===== src/rtl/kyber_ntt_pkg.sv =====
// Shared constants, butterfly op encoding and scheduler state encoding for the
// Kyber NTT zeta scheduler.
package kyber_ntt_pkg;

  localparam int KYBER_N = 256;
  localparam int KYBER_Q = 3329;
  localparam int INV_F   = 1441;

  localparam logic [1:0] OP_CT    = 2'd0;
  localparam logic [1:0] OP_GS    = 2'd1;
  localparam logic [1:0] OP_SCALE = 2'd2;

  typedef enum logic [2:0] {
    ST_IDLE,
    ST_FETCH,
    ST_ISSUE,
    ST_DRAIN,
    ST_DONE
  } st_e;

endpackage


===== src/rtl/ntt_loop_ctr.sv =====
// Loop counters for one NTT pass: butterfly span len, group start, index j,
// zeta index k and layer number, with group/layer boundary flags.
module ntt_loop_ctr
  import kyber_ntt_pkg::*;
#(
  parameter int COEF_AW = 8,
  parameter int ZETA_AW = 7
) (
  input  logic               clk,
  input  logic               rst_n,
  input  logic               init,
  input  logic               inv,
  input  logic               step,
  input  logic               group_next,
  input  logic               layer_next,
  output logic [COEF_AW-1:0] j,
  output logic [COEF_AW-1:0] addr_b,
  output logic [ZETA_AW-1:0] k,
  output logic               last_in_group,
  output logic               last_in_layer,
  output logic               last_layer
);

  logic [COEF_AW:0]   len_q, len_d, start_q, start_d;
  logic [COEF_AW-1:0] j_q, j_d;
  logic [ZETA_AW-1:0] k_q, k_d;
  logic [2:0]         layer_q, layer_d;
  logic [COEF_AW+1:0] grp_end, grp_last;

  assign grp_end  = {1'b0, start_q} + {len_q, 1'b0};
  assign grp_last = {1'b0, start_q} + {1'b0, len_q} - (COEF_AW+2)'(1);

  assign last_in_group = ({2'b00, j_q} == grp_last);
  assign last_in_layer = (grp_end >= (COEF_AW+2)'(KYBER_N));
  assign last_layer    = (layer_q == 3'd6);

  assign j      = j_q;
  assign k      = k_q;
  assign addr_b = j_q + len_q[COEF_AW-1:0];

  always_comb begin
    len_d   = len_q;
    start_d = start_q;
    j_d     = j_q;
    k_d     = k_q;
    layer_d = layer_q;
    if (init) begin
      len_d   = inv ? (COEF_AW+1)'(2) : (COEF_AW+1)'(KYBER_N/2);
      k_d     = inv ? '1 : ZETA_AW'(1);
      start_d = '0;
      j_d     = '0;
      layer_d = '0;
    end else if (layer_next) begin
      len_d   = inv ? (len_q << 1) : (len_q >> 1);
      start_d = '0;
      j_d     = '0;
      layer_d = layer_q + 3'd1;
    end else if (group_next) begin
      start_d = grp_end[COEF_AW:0];
      j_d     = grp_end[COEF_AW-1:0];
      // The final group of the pass has no successor fetch, so k stays in 1..127.
      if (!(last_in_layer && last_layer))
        k_d = inv ? (k_q - 1'b1) : (k_q + 1'b1);
    end else if (step) begin
      j_d = j_q + 1'b1;
    end
  end

  always_ff @(posedge clk or negedge rst_n) begin
    if (!rst_n) begin
      len_q   <= '0;
      start_q <= '0;
      j_q     <= '0;
      k_q     <= '0;
      layer_q <= '0;
    end else begin
      len_q   <= len_d;
      start_q <= start_d;
      j_q     <= j_d;
      k_q     <= k_d;
      layer_q <= layer_d;
    end
  end

endmodule


===== src/rtl/ntt_zeta_sched.sv =====
// Kyber NTT / inverse-NTT pass scheduler: zeta ROM fetch, butterfly issue and
// inter-layer drain. Define NTT_SCALE_EN to append the 1/128 scaling phase.
module ntt_zeta_sched
  import kyber_ntt_pkg::*;
#(
  parameter int BF_LAT  = 4,
  parameter int COEF_AW = 8,
  parameter int ZETA_AW = 7
) (
  input  logic               clk,
  input  logic               rst_n,
  input  logic               start,
  input  logic               mode,
  output logic               busy,
  output logic               done,
  output logic               zeta_ce,
  output logic [ZETA_AW-1:0] zeta_ad,
  input  logic [11:0]        zeta_dout,
  output logic               bf_valid,
  input  logic               bf_ready,
  output logic [1:0]         bf_op,
  output logic [COEF_AW-1:0] bf_addr_a,
  output logic [COEF_AW-1:0] bf_addr_b,
  output logic [11:0]        bf_zeta
);

  localparam int DW = (BF_LAT > 1) ? $clog2(BF_LAT) : 1;

  st_e             state_q, state_d;
  logic            mode_q, mode_d;
  logic [DW-1:0]   drain_q, drain_d;
  logic            init, step, group_next, layer_next;
  logic            last_in_group, last_in_layer, last_layer;
  logic            scale_ph, issue;
  logic [COEF_AW-1:0] j, addr_b;
  logic [ZETA_AW-1:0] k;

`ifdef NTT_SCALE_EN
  logic scale_q, scale_d;
  assign scale_ph = scale_q;
`else
  assign scale_ph = 1'b0;
`endif

  ntt_loop_ctr #(.COEF_AW(COEF_AW), .ZETA_AW(ZETA_AW)) u_ctr (
    .clk          (clk),
    .rst_n        (rst_n),
    .init         (init),
    .inv          (mode_d),
    .step         (step),
    .group_next   (group_next),
    .layer_next   (layer_next),
    .j            (j),
    .addr_b       (addr_b),
    .k            (k),
    .last_in_group(last_in_group),
    .last_in_layer(last_in_layer),
    .last_layer   (last_layer)
  );

  always_comb begin
    state_d    = state_q;
    mode_d     = mode_q;
    drain_d    = drain_q;
    init       = 1'b0;
    step       = 1'b0;
    group_next = 1'b0;
    layer_next = 1'b0;
`ifdef NTT_SCALE_EN
    scale_d    = scale_q;
`endif
    case (state_q)
      ST_IDLE: if (start) begin
        mode_d  = mode;
        init    = 1'b1;
        state_d = ST_FETCH;
`ifdef NTT_SCALE_EN
        scale_d = 1'b0;
`endif
      end
      ST_FETCH: state_d = ST_ISSUE;
      ST_ISSUE: if (bf_ready) begin
        step = 1'b1;
        if (scale_ph) begin
          if (j == '1) state_d = ST_DRAIN;
        end else if (last_in_group) begin
          group_next = 1'b1;
          state_d    = last_in_layer ? ST_DRAIN : ST_FETCH;
        end
      end
      ST_DRAIN: if (drain_q == DW'(BF_LAT-1)) begin
        drain_d = '0;
        if (scale_ph) begin
          state_d = ST_DONE;
        end else begin
          layer_next = 1'b1;
          if (!last_layer) begin
            state_d = ST_FETCH;
          end else begin
`ifdef NTT_SCALE_EN
            // Scaling reuses the counters: after the last inverse layer len=256,
            // start=0, j=0, so j simply walks 0..255.
            if (mode_q) begin
              scale_d = 1'b1;
              state_d = ST_ISSUE;
            end else begin
              state_d = ST_DONE;
            end
`else
            state_d = ST_DONE;
`endif
          end
        end
      end else begin
        drain_d = drain_q + 1'b1;
      end
      ST_DONE: state_d = ST_IDLE;
      default: state_d = ST_IDLE;
    endcase
  end

  always_ff @(posedge clk or negedge rst_n) begin
    if (!rst_n) begin
      state_q <= ST_IDLE;
      mode_q  <= 1'b0;
      drain_q <= '0;
`ifdef NTT_SCALE_EN
      scale_q <= 1'b0;
`endif
    end else begin
      state_q <= state_d;
      mode_q  <= mode_d;
      drain_q <= drain_d;
`ifdef NTT_SCALE_EN
      scale_q <= scale_d;
`endif
    end
  end

  // Outputs decode from state only, so async reset zeroes them immediately.
  assign issue     = (state_q == ST_ISSUE);
  assign busy      = (state_q == ST_FETCH) || issue || (state_q == ST_DRAIN);
  assign done      = (state_q == ST_DONE);
  assign zeta_ce   = (state_q == ST_FETCH);
  assign zeta_ad   = zeta_ce ? k : '0;
  assign bf_valid  = issue;
  assign bf_op     = !issue ? OP_CT : scale_ph ? OP_SCALE : mode_q ? OP_GS : OP_CT;
  assign bf_addr_a = issue ? j : '0;
  assign bf_addr_b = !issue ? '0 : scale_ph ? j : addr_b;
  assign bf_zeta   = !issue ? '0 : scale_ph ? 12'(INV_F) : zeta_dout;

endmodule


===== config.mk =====
export PLATFORM = sky130hd
export DESIGN_NAME = ntt_zeta_sched
export DESIGN_NICKNAME = d
export VERILOG_FILES = /design/src/rtl/kyber_ntt_pkg.sv /design/src/rtl/ntt_loop_ctr.sv /design/src/rtl/ntt_zeta_sched.sv
export SDC_FILE = /design/constraint.sdc
export NUM_CORES = 1
export LEC_CHECK = 0
export ABC_AREA = 1
export CORE_ASPECT_RATIO = 1.1
export CORE_MARGIN = 1.5
export CORE_UTILIZATION = 40
export DETAILED_ROUTE_END_ITERATION = 8
export PLACE_DENSITY_LB_ADDON = 0.15
export SETUP_SLACK_MARGIN = 0.02
export SYNTH_ARGS = -nofsm -noshare
export SYNTH_HDL_FRONTEND = slang
export SYNTH_HIERARCHICAL = 1
export SYNTH_SLANG_ARGS = --single-unit

===== constraint.sdc =====
create_clock -name clk -period 4.1 [get_ports clk]
set_input_delay 0.41 -clock clk [delete_from_list [all_inputs] [get_ports clk]]
set_output_delay 0.41 -clock clk [all_outputs]
set_load 0.01 [all_outputs]

Word level (Yosys, flattened, before mapping)
Index checks and enable logic that the tools add are counted.

word-level totals
  input bits = 17
  flip-flop bits (word level) = 42
  output and inout port bits = 41
  logic and storage cells = 85

cells by class
  equal/unequal tests = 13
  $add $sub $neg = 9
  order comparisons = 1
  reductions and logical operators = 10
  muxes and demuxes = 44

operators by type and width
  cell                                                                count
  2-to-1 mux 8 bit                                                    7
  2-to-1 mux 9 bit                                                    6
  2-to-1 mux 7 bit                                                    7
  2-to-1 mux 3 bit                                                    7
  2-to-1 mux 1 bit                                                    13
  2-to-1 mux 12 bit                                                   1
  inequality test 2 bit, second input constant                        6
  one-hot mux 3 bit (4 select lines)                                  1
  adder 9 x 10 -> 10 bit                                              1
  adder 9 x 9 -> 10 bit                                               1
  equality test 8 x 10 -> 1 bit                                       1
  greater-or-equal comparator 10 x 9 -> 1 bit, second input constant  1
  subtractor 10 x 1 -> 10 bit, second input constant                  1
  adder 8 x 1 -> 8 bit, second input constant                         1
  adder 8 bit                                                         1
  adder 7 x 1 -> 7 bit, second input constant                         1
  subtractor 7 x 1 -> 7 bit, second input constant                    1
  equality test 3 x 2 -> 1 bit, second input constant                 2
  equality test 3 bit, second input constant                          2
  2-to-1 mux 2 bit                                                    2
  AND reduction 4 bit                                                 1
  nonzero test 2 bit                                                  2
  nonzero test 4 bit                                                  1
  adder 3 x 1 -> 3 bit, second input constant                         1
  8 further kinds                                                     9

Logic depth before layout (Yosys ltp)
  word-level depth = 9
  gate-level depth with buffers = 26
  gate-level depth less buffers = 26

Cells and area by module
Netlist, hierarchy kept.

modules (own cells, without submodules)
  module          cells each  times used  area an instance (µm²)  seq. area each (µm²)
  ntt_loop_ctr    450         1           3258.1                  875.8
  ntt_zeta_sched  127         1           655.6                   150.1

Least setup slack after synthesis
OpenSTA, ideal clock, no wires.

  path kind = register -> register
  from = register u_ctr.len_q[1]
  to = register u_ctr.k_q[1] (netlist: u_ctr/k[1])
  buffers on the path = 0
  setup time = 65 ps
  setup slack = 904 ps
  clock period less this slack = 3196 ps
  required time = 4035 ps
  arrival = 3131 ps
  cell stages (with the launch flop) = 22
  path through = dfrtp_1 inv_1 ha_1 inv_1 ha_1 inv_1 fa_1 xor2_1 nand3_1 nor2_1 nand2_1 nor2_1 nand3_1 nor3_1 nand2_1 nor2_1 inv_2 nor2_2 nand2_1 nor2_1 a21boi_1 nand2_1

between the ends
  longest elaborated chain between the ends = 8
  elaborated cells on any way between the ends = 12
  those cells by class = add/sub (3); order compare (1); eq/ne (2); mux (3); reduce/logical (3)

ends and longest elaborated chain
  what                           RTL line              source
  from (decl)                    ntt_loop_ctr.sv:24    logic [COEF_AW:0] len_q, len_d, start_q, start_d;
  from (signal assigned)         ntt_loop_ctr.sv:77    len_q <= len_d;
  adder 9 x 9 -> 10 bit          ntt_loop_ctr.sv:31    assign grp_last = {1'b0, start_q} + {1'b0, len_q} - (COEF_AW+2)'(1);
  subtractor 10 x 1 -> 10 bit    ntt_loop_ctr.sv:31
  equality test 8 x 10 -> 1 bit  ntt_loop_ctr.sv:33    assign last_in_group = ({2'b00, j_q} == grp_last);
  named net last_in_group        ntt_zeta_sched.sv:33  logic last_in_group, last_in_layer, last_layer;
  2-to-1 mux 1 bit               ntt_zeta_sched.sv:86  end else if (last_in_group) begin
  2-to-1 mux 1 bit               ntt_zeta_sched.sv:82  ST_ISSUE: if (bf_ready) begin
  2-to-1 mux 1 bit               ntt_zeta_sched.sv:72  case (state_q)
  named net group_next           ntt_zeta_sched.sv:32  logic init, step, group_next, layer_next;
  nonzero test 2 bit (no line)   n/a
  AND reduction 3 bit (no line)  n/a
  to (signal assigned)           ntt_loop_ctr.sv:80    k_q <= k_d;
  to (decl)                      ntt_loop_ctr.sv:26    logic [ZETA_AW-1:0] k_q, k_d;

The timed path passes the listed nets, and every way through them passes these cells.
A chain may end at the register's enable or synchronous reset.

Final worst setup path
Ends and elaborated chain as after synthesis.

==> impl_metrics.ini <==
[global_route]
antenna_found_initial = 0
grt_max_degree = 42
grt_remaining_overflow = 0
grt_first_pass_wirelength_um = 17000
first_global_vias = 3624
grt_usage_pct = 20.2

[route]
wire_per_inst_um = 13.7
drt_pass1_iterations = 5
drt_iter0_drc = 182
routed_wl_um = 10300
via_per_inst = 4.99
num_vias = 3761
postRouteAntennaNets = 0
drc = 0

[floorplan]
dieArea_um2 = 10400
io_pins = 58
die_w_um = 97.3
core_um2 = 9440
rows = 37
start_util_pct = 41.4
dieHeight_um = 107

[clock_network]
ctsResizeCount = 0
clkSinkCount = 41
cts_max_path_buffers = 2
clkTransAtPathRegs_ps = 80
cts_tree = done
post_cts_buffers = 0
numCtsBuffers = 5
cts_hold_buffers = 0
clk-insertion-delay-late_ps = 300
h-tree-depth = 2
cts-root-buf = clkbuf_8

[placed_design]
dpl.hpwl_um = 8210
dp_slack_ps = 438
dp.cells = 747
placed_area_um2 = 4610
port_buffers = 56
gp_congestion = 0.934

[synthesis]
synth_warnings = 6
syn_inst = 577
synth.distinct_cells = 42
avgSynthCellArea_um2 = 6.78
syn_nets = 638
synth_seq_cells = 41
synth.area.top_cells = dfrtp_1 26%, ha_1 13%, inv_1 12%
yosys.area.top_type = dfrtp_1
synth.top_cell.area_share_pct = 26.2
syn_area_um2 = 3910
yosysSeqAreaShare_pct = 26.2

[sta]
finalCriticalPeriod_ps = 3700
setup_violations = 0
worst_slew_pin_slew_ps = 1170
max_freq_ghz = 0.270
fin_ws_ps = 399
rsz0062_at_grt = false
slew_headroom_pct = 21.8
final_hold_viol_count = 0
worst_hold_slack_ps = 251
skew_ps = 9.91
min_period_over_period_pct = 90.3
fin_tns_setup_ps = 0
slew_violations = 0

[power]
power.leakage_nw = 2.49
irDropWorstVdd_mv = 0.415
powerDensity_nw_per_um2 = 659

[setup_path]
endpoint_kind = register
required_ps = 4340
rr_startpoint = u_ctr/len_q[1]$_DFFE_PN0P_
cp.arrival_ps = 3940
cp-start-kind = register
criticalPathCategory = reg -> reg
path_max_fanout = 10
cp-startpoint = u_ctr/len_q[1]$_DFFE_PN0P_
rrSetupSlack_ps = 400

[cells_and_area]
diodes = 0
stdcell_count = 754
fillers = 970
layout-drive-gt1-share_pct = 5.65
stdcell_area_um2 = 4700
finalNetCount = 698
multiInputGateArea_um2 = 2340
seqCellArea_um2 = 1030
synthToLayoutAreaGrowth_pct = 20.0

[run_status]
status = completed

[job]
maxCapViolCount = 0

[worst_hold_path]
min_path_type = in -> async
-- cell families (layout without fill, tap and decap cells) --
| logic type | count (synthesis) | after routing | share of synthesized area, % |
|---|---|---|---|
| AO/OA/AOI/OAI | 76 | 76 | 11.1 |
| flip-flops | 41 | 41 | 26.2 |
| AND/OR/NAND/NOR | 252 | 252 | 28.5 |
| adder cells (fa/ha/maj) | 44 | 44 | 14.8 |
| other | 1 | 1 | 0.0958 |
| buffers and inverters | 139 | 199 | 13.9 |
| XOR/XNOR | 24 | 24 | 5.37 |
-- sequential cells by signal (all words and copies together), names as in the netlist --
signal         count
u_ctr/layer_q      3
u_ctr/k            7
drain_q            2
state_q            3
mode_q             1
u_ctr/j            8
u_ctr/len_q        9
u_ctr/start_q      8
-- critical path: stages (launching register included) --
cell and delay [ps]:
dfrtp_1 440, inv_1 200, ha_1 270, inv_1 60
ha_1 150, inv_1 50, fa_1 380, inv_1 80
nand3_1 70, nand2_1 140, xor2_1 180, inv_1 50
nor2_1 120, nand3_1 70, nor3_1 190, nand2_1 130
nor2_1 220, inv_2 170, nor2_2 240, nand2_1 180
nor2_1 140, a21boi_1 70, nand2_1 60
-- cell usage in the layout (no fill, tap or decap), drive strengths merged --
cell | Yosys | routed
a211oi | 1 | 1
a21boi | 2 | 2
a21o | 1 | 1
a21oi | 25 | 25
a22oi | 1 | 1
a31oi | 4 | 4
a32o | 1 | 1
buf | 5 | 6
clkbuf | 3 | 6
clkdlybuf4s50 | 0 | 55
clkinvlp | 0 | 1
conb | 1 | 1
dfrtp | 41 | 41
fa | 4 | 4
ha | 40 | 40
inv | 131 | 131
nand2 | 122 | 122
nand3 | 36 | 36
nand3b | 4 | 4
nand4 | 6 | 6
nor2 | 75 | 75
nor3 | 4 | 4
nor4 | 1 | 1
o2111ai | 1 | 1
o211ai | 1 | 1
o21a | 1 | 1
o21ai | 24 | 24
o21bai | 2 | 2
o22ai | 11 | 11
o32ai | 1 | 1
or2 | 4 | 4
xnor2 | 7 | 7
xor2 | 17 | 17
-- per-stage QoR --
step	power (W)	util, %
finish	0.00310	49.7
global placement	0.00279	48.8
global route	0.00343	49.7
floorplan	0.00221	-
detailed placement	0.00281	48.8
CTS	0.00311	49.7
-- synth_stat cells (all sizes together) --
cell,n
a211oi,1
fa,4
o21ai,24
a21boi,2
o21bai,2
o211ai,1
o21a,1
a21o,1
nand3b,4
conb,1
inv,131
a31oi,4
or2,4
buf,5
nor2,75
ha,40
a22oi,1
xnor2,7
dfrtp,41
nand2,122
a21oi,25
clkbuf,3
nor4,1
nand4,6
xor2,17
o2111ai,1
a32o,1
nor3,4
o32ai,1
nand3,36
o22ai,11
-- worst paths after layout --
kind | end | cells past startpoint
worst min register to register | drain_q[1]$_DFFE_PN0N_ | 2
min in group clk | drain_q[1]$_DFFE_PN0N_ | 2
max in group asynchronous | u_ctr/j[7]$_DFFE_PN0P_ | 1
worst min-delay path | drain_q[0]$_DFFE_PN0N_ | 1
worst max register to register | u_ctr/k[1]$_DFFE_PN0P_ | 22
worst max-delay path | u_ctr/k[1]$_DFFE_PN0P_ | 22
-- routing by layer --
metal / track usage, % / wire length [µm]
met3: 2.61 / 414
met4: 5.92 / 173
met1: 25.1 / 4610
met5: 0 / 0
met2: 36.8 / 5100
-- area by class of cell --
cell class / count / share of cell area, %
clock inverters: 1 / 0.160
inverters: 131 / 10.6
repair buffers: 61 / 12.6
multi-input cells: 397 / 49.9
well taps: 117 / 3.12
flip-flops and latches: 41 / 21.8
clock buffers: 6 / 1.76
-- report_power, final --
group | total, W | internal (W) | switching, W | leakage [nW]
Sequential | 0.000685 | 0.000528 | 0.000157 | 0.533
Combinational | 0.00213 | 0.000865 | 0.00126 | 1.91
Clock | 0.000283 | 0.000133 | 0.000150 | 0.0433
Power figures use the tool's default switching activity.
